<file path="src/rtl/rv_mul_pkg.sv">
// Shared encodings for the digit-serial RV32M multiplier.
package rv_mul_pkg;

    typedef enum logic [1:0] {
        MUL_LO  = 2'b00,
        MUL_HSS = 2'b01,
        MUL_HSU = 2'b10,
        MUL_HUU = 2'b11
    } mul_op_e;

    typedef enum logic [1:0] {
        S_IDLE = 2'b00,
        S_CALC = 2'b01,
        S_FIX  = 2'b10,
        S_DONE = 2'b11
    } mul_state_e;

    // Digit index width; a single-digit configuration still needs a 1-bit index.
    function automatic int idx_w(input int ndig);
        return (ndig > 1) ? $clog2(ndig) : 1;
    endfunction

    function automatic logic a_is_signed(input logic [1:0] op);
        return (op == MUL_HSS) || (op == MUL_HSU);
    endfunction

    function automatic logic b_is_signed(input logic [1:0] op);
        return (op == MUL_HSS);
    endfunction

endpackage

</file>
<file path="src/rtl/rv_mul_pp.sv">
// Digit select and shifted partial product for one (i, j) digit pair.
module rv_mul_pp
    import rv_mul_pkg::*;
#(
    parameter  int DPWIDTH = 32,
    parameter  int DIGIT   = 8,
    localparam int IW      = idx_w(DPWIDTH / DIGIT)
) (
    input  logic [DPWIDTH-1:0]   ma,
    input  logic [DPWIDTH-1:0]   mb,
    input  logic [IW-1:0]        i,
    input  logic [IW-1:0]        j,
    output logic [2*DPWIDTH-1:0] pp
);

    logic [DIGIT-1:0]   da;
    logic [DIGIT-1:0]   db;
    logic [2*DIGIT-1:0] prod;

    always_comb begin
        da   = ma[int'(i) * DIGIT +: DIGIT];
        db   = mb[int'(j) * DIGIT +: DIGIT];
        prod = {{DIGIT{1'b0}}, da} * {{DIGIT{1'b0}}, db};
        pp   = (2*DPWIDTH)'(prod) << (DIGIT * (int'(i) + int'(j)));
    end

endmodule

</file>
<file path="src/rtl/rv_mul_seq.sv">
// Digit-serial RV32M multiplier (MUL/MULH/MULHSU/MULHU): magnitude multiply,
// one digit pair per cycle, sign fix-up at the end.
//
// state  | meaning
// S_IDLE | waiting for start; operands captured as magnitudes on start
// S_CALC | accumulate one digit-pair partial product per cycle
// S_FIX  | apply sign, select high/low half into result
// S_DONE | done pulse, result valid
module rv_mul_seq
    import rv_mul_pkg::*;
#(
    parameter int DPWIDTH = 32,
    parameter int DIGIT   = 8
) (
    input  logic               clk,
    input  logic               rst_n,
    input  logic               start,
    input  logic [1:0]         op,
    input  logic [DPWIDTH-1:0] opa,
    input  logic [DPWIDTH-1:0] opb,
    input  logic               abort,
    output logic               busy,
    output logic               done,
    output logic [DPWIDTH-1:0] result
);

    localparam int NDIG = DPWIDTH / DIGIT;
    localparam int IW   = idx_w(NDIG);
    localparam logic [IW-1:0] LAST = IW'(NDIG - 1);

    mul_state_e           state;
    mul_op_e              op_q;
    logic [DPWIDTH-1:0]   ma;
    logic [DPWIDTH-1:0]   mb;
    logic [IW-1:0]        i;
    logic [IW-1:0]        j;
    logic                 neg;
    logic [2*DPWIDTH-1:0] acc;
    logic [2*DPWIDTH-1:0] pp;
    logic [2*DPWIDTH-1:0] acc_fix;
    logic                 sa;
    logic                 sb;

    assign sa      = a_is_signed(op) & opa[DPWIDTH-1];
    assign sb      = b_is_signed(op) & opb[DPWIDTH-1];
    assign acc_fix = neg ? -acc : acc;

    rv_mul_pp #(.DPWIDTH(DPWIDTH), .DIGIT(DIGIT)) u_pp (
        .ma (ma),
        .mb (mb),
        .i  (i),
        .j  (j),
        .pp (pp)
    );

    always_ff @(posedge clk or negedge rst_n) begin
        if (!rst_n) begin
            state  <= S_IDLE;
            op_q   <= MUL_LO;
            ma     <= '0;
            mb     <= '0;
            i      <= '0;
            j      <= '0;
            neg    <= 1'b0;
            acc    <= '0;
            busy   <= 1'b0;
            done   <= 1'b0;
            result <= '0;
        end else begin
            done <= 1'b0;
            case (state)
                S_IDLE: begin
                    // start takes priority over a coincident abort
                    if (start) begin
                        ma    <= sa ? -opa : opa;
                        mb    <= sb ? -opb : opb;
                        neg   <= sa ^ sb;
                        op_q  <= mul_op_e'(op);
                        acc   <= '0;
                        i     <= '0;
                        j     <= '0;
                        busy  <= 1'b1;
                        state <= S_CALC;
                    end
                end
                S_CALC: begin
                    if (abort) begin
                        busy  <= 1'b0;
                        state <= S_IDLE;
                    end else begin
                        acc <= acc + pp;
                        if (j == LAST) begin
                            j <= '0;
                            if (i == LAST) begin
                                i     <= '0;
                                state <= S_FIX;
                            end else begin
                                i <= i + IW'(1);
                            end
                        end else begin
                            j <= j + IW'(1);
                        end
                    end
                end
                S_FIX: begin
                    if (abort) begin
                        busy  <= 1'b0;
                        state <= S_IDLE;
                    end else begin
                        acc    <= acc_fix;
                        result <= (op_q == MUL_LO) ? acc_fix[DPWIDTH-1:0]
                                                   : acc_fix[2*DPWIDTH-1:DPWIDTH];
                        done   <= 1'b1;
                        state  <= S_DONE;
                    end
                end
                S_DONE: begin
                    busy  <= 1'b0;
                    state <= S_IDLE;
                end
                default: begin
                    busy  <= 1'b0;
                    state <= S_IDLE;
                end
            endcase
        end
    end

endmodule
</file>
<file path="config.mk">
export PLATFORM = sky130hd
export DESIGN_NAME = rv_mul_seq
export DESIGN_NICKNAME = d
export VERILOG_FILES = /design/src/rtl/rv_mul_pkg.sv /design/src/rtl/rv_mul_pp.sv /design/src/rtl/rv_mul_seq.sv
export SDC_FILE = /design/constraint.sdc
export NUM_CORES = 1
export LEC_CHECK = 0
export BUFFER_PORTS_ARGS = -buffer_cell sky130_fd_sc_hd__clkbuf_2
export CELL_PAD_IN_SITES_DETAIL_PLACEMENT = 0
export CELL_PAD_IN_SITES_GLOBAL_PLACEMENT = 1
export CORE_ASPECT_RATIO = 1.75
export CORE_MARGIN = 2
export CORE_UTILIZATION = 51
export CTS_CLUSTER_SIZE = 40
export DETAILED_ROUTE_END_ITERATION = 16
export PLACE_DENSITY_LB_ADDON = 0.08
export SYNTH_ARGS = -nofsm -noshare
export SYNTH_HDL_FRONTEND = slang
export SYNTH_HIERARCHICAL = 1
export SYNTH_SLANG_ARGS = --single-unit
</file>
<file path="constraint.sdc">
create_clock -name clk -period 16.6 [get_ports clk]
set_input_delay 0.83 -clock clk [delete_from_list [all_inputs] [get_ports clk]]
set_output_delay 0.83 -clock clk [all_outputs]
set_load 0.02 [all_outputs]
</file>
==> results_dict.tcl <==
set metrics [dict create \
    status "finished, final reports clean" \
    core_area_um2 32300 \
    ant_nets 0 \
    vias_per_cell 6.40 \
    yosysUniqueCellTypes 78 \
    start_util 0.518 \
    wl_per_cell_um 24.8 \
    layout_common_cells "319 x nand2_1, 248 x o21ai_0, 170 x dfrtp_1" \
    grt_max_degree 127 \
    tns_ps 0 \
    synth_xor_area_frac 0.0962 \
    layout_commonest_cell "nand2_1" \
    root_buffer "clkbuf_16" \
    post_cts_resized 0 \
    final_nets 2362 \
    antenna_found_initial 0 \
    vias 16400 \
    numCtsBuffers 17 \
    dp_slack_ps 7770 \
    antenna_cells 0 \
    r2r-end "acc[63]" \
    cts_buffer_depth 2 \
    end_kind "register" \
    fmax_mhz 109 \
    worst_pin_slew_ps 1080 \
    setup_violations 0 \
    post-route-min-period_ps 9210 \
    max_slew_margin 0.278 \
    finClkSkew_ps 18.6 \
    path_max_fanout 13 \
    cp-start-kind "register" \
    synth_top_family_by_area "compound AO/OA/AOI/OAI gates" \
    post-route-period-util 0.555 \
    post_cts_buffers 0 \
    firstDrtPassIters 5 \
    clk_pin_slew_worst_paths_ps 80 \
    clk_latency_ps 470 \
    gp_congestion 1.03 \
    drc 0 \
    grt_setup_unrepaired "false" \
    routed_wirelength_um 63400 \
    cp.arrival_ps 9540 \
    worst_r2r_path_depth 26 \
    yosysWarningCount 6 \
    syn_area_per_cell_um2 7.89 \
    drt-initial-drc-count 986 \
    setup_ws_ps 7390 \
    syn-num-nets 2340 \
    cp_slowest_cell "a21oi_1" \
    clock_sinks 171 \
    muxShareOfSynthArea 0.0253 \
    ys_seq_area_frac 0.255 \
    drv_slew 0 \
    grt_overflow 0 \
    finalHoldViolCount 0 \
    ctsHoldBuffers 0 \
    synth_fa_ha_area_frac 0.128 \
    cts_tree "yes" \
    synth_edf_count 0 \
    r2r_slack_ps 7390 \
    io_pins 104 \
    port-buffer-count 103 \
    htreeDepth 4 \
    grt_pass1_vias 16300 \
    synth-seq-cells 171 \
    worstPathRequired_ps 16930 \
    std_cell_rows 87 \
    grt_pass1_wl_um 95400 \
    grt_usage 0.372 \
    drv_cap 0 \
    synthSimpleGateAreaFrac 0.208 \
    async_flop_share 1.00 \
    dp_hpwl_um 50200 \
    synth_compound_area_frac 0.243 \
    die_h_um 244 \
    hp-class "in2async" \
    syn_area_um2 16800 \
    critPathLaunch "i[0]" \
    cp-endpoint "acc[63]" \
    syn_to_final_growth_pct 7.97 \
    critPathMaxStageDelay_ps 850 \
    syn_inst 2122 \
    drive_above_1_share 0.0923 \
    synth_ff_type "dfrtp_1" \
    die_w_um 141 \
    critPathKind "reg2reg" \
    r2r-start "i[0]" \
    die_area_um2 34400 \
]
## final cells by class
class / count / area, µm²
multi-input combinational: 1755 / 11800
inverter: 84 / 315
clock inverter: 15 / 178
fill: 3160 / 14200
timing repair buffer: 115 / 612
clock buffer: 17 / 425
sequential: 171 / 4280
tap: 400 / 500
## routing by layer
metal,track usage,vias up,wire (µm)
met1,0.349,7803,20200
li1,-,7645,-
met5,0,-,0
met3,0.0633,273,3360
met2,0.674,655,32600
met4,0.346,0,7260
## state kept, by name, indices dropped and copies added (netlist names), 2 cells and up
| signal | flops |
|---|---|
| j | 2 |
| ma | 32 |
| mb | 32 |
| i | 2 |
| result | 32 |
| acc | 64 |
| op_q | 2 |
| state | 2 |
## worst min-delay path by stage
stage	to	cells after the start
after floorplan	mb[31]	2
after global placement	result[22]	2
after detailed placement	mb[22]	2
after CTS	ma[22]	2
after global routing	result[31]	1
final	result[25]	1
## metrics by stage
| stage | instances | util | hold slack [ps] | area, µm² |
|---|---|---|---|---|
| floorplan | 2122 | - | 441 | 16800 |
| CTS | 2557 | 0.559 | 485 | 18100 |
| detailed placement | 2525 | 0.541 | 468 | 17500 |
| global route | 2557 | 0.559 | 506 | 18100 |
| global placement | 2525 | 0.541 | 451 | 17500 |
| finish | 2557 | 0.559 | 474 | 18100 |
## critical path: cells and delay by family (launching register included)
| kind | cells | cell delay, ps |
|---|---|---|
| AO/OA/AOI/OAI | 12 | 2970 |
| adder cells (fa/ha/maj) | 6 | 2850 |
| multiplexers | 1 | 720 |
| flip-flops | 1 | 740 |
| XOR/XNOR | 2 | 780 |
| AND/OR/NAND/NOR | 3 | 920 |
| buffers and inverters | 2 | 100 |
## synth_stat cells (8+ instances only)
cell | instances | area (µm²)
o21ai_0 | 248 | 1240
o21bai_1 | 17 | 128
buf_1 | 8 | 30.0
and3_1 | 20 | 125
nand2b_1 | 14 | 87.6
o31a_1 | 10 | 87.6
nor3_1 | 50 | 250
o21a_1 | 17 | 128
fa_1 | 38 | 761
xnor2_1 | 95 | 832
a21oi_1 | 140 | 701
o31ai_1 | 25 | 188
nor2b_1 | 15 | 93.8
clkbuf_1 | 102 | 383
nor4_1 | 13 | 81.3
nand4_1 | 27 | 169
a31oi_1 | 18 | 113
ha_1 | 110 | 1380
xor2_1 | 89 | 780
nand3_1 | 30 | 150
a211oi_1 | 11 | 82.6
a22oi_1 | 15 | 113
and2_1 | 55 | 344
o41ai_1 | 12 | 105
dfrtp_1 | 171 | 4280
a21o_1 | 43 | 323
inv_1 | 84 | 315
mux4_2 | 16 | 360
o22ai_1 | 17 | 106
o221ai_1 | 26 | 228
nor2_1 | 143 | 537
or3_1 | 13 | 81.3
nand2_1 | 321 | 1200
## kinds of logic after synthesis
logic type                 count (synthesis)
xor gates and xnor gates                 184
and+or+nand+nor                          744
muxes                                     22
AOI/OAI and AO/OA                        657
adders and majority gates                148
buffers and inverters                    196
DFF                                      171
Power is left out: the tool's default activity adds up to more than one toggle a clock period on the data nets, which glitch-free logic cannot reach.
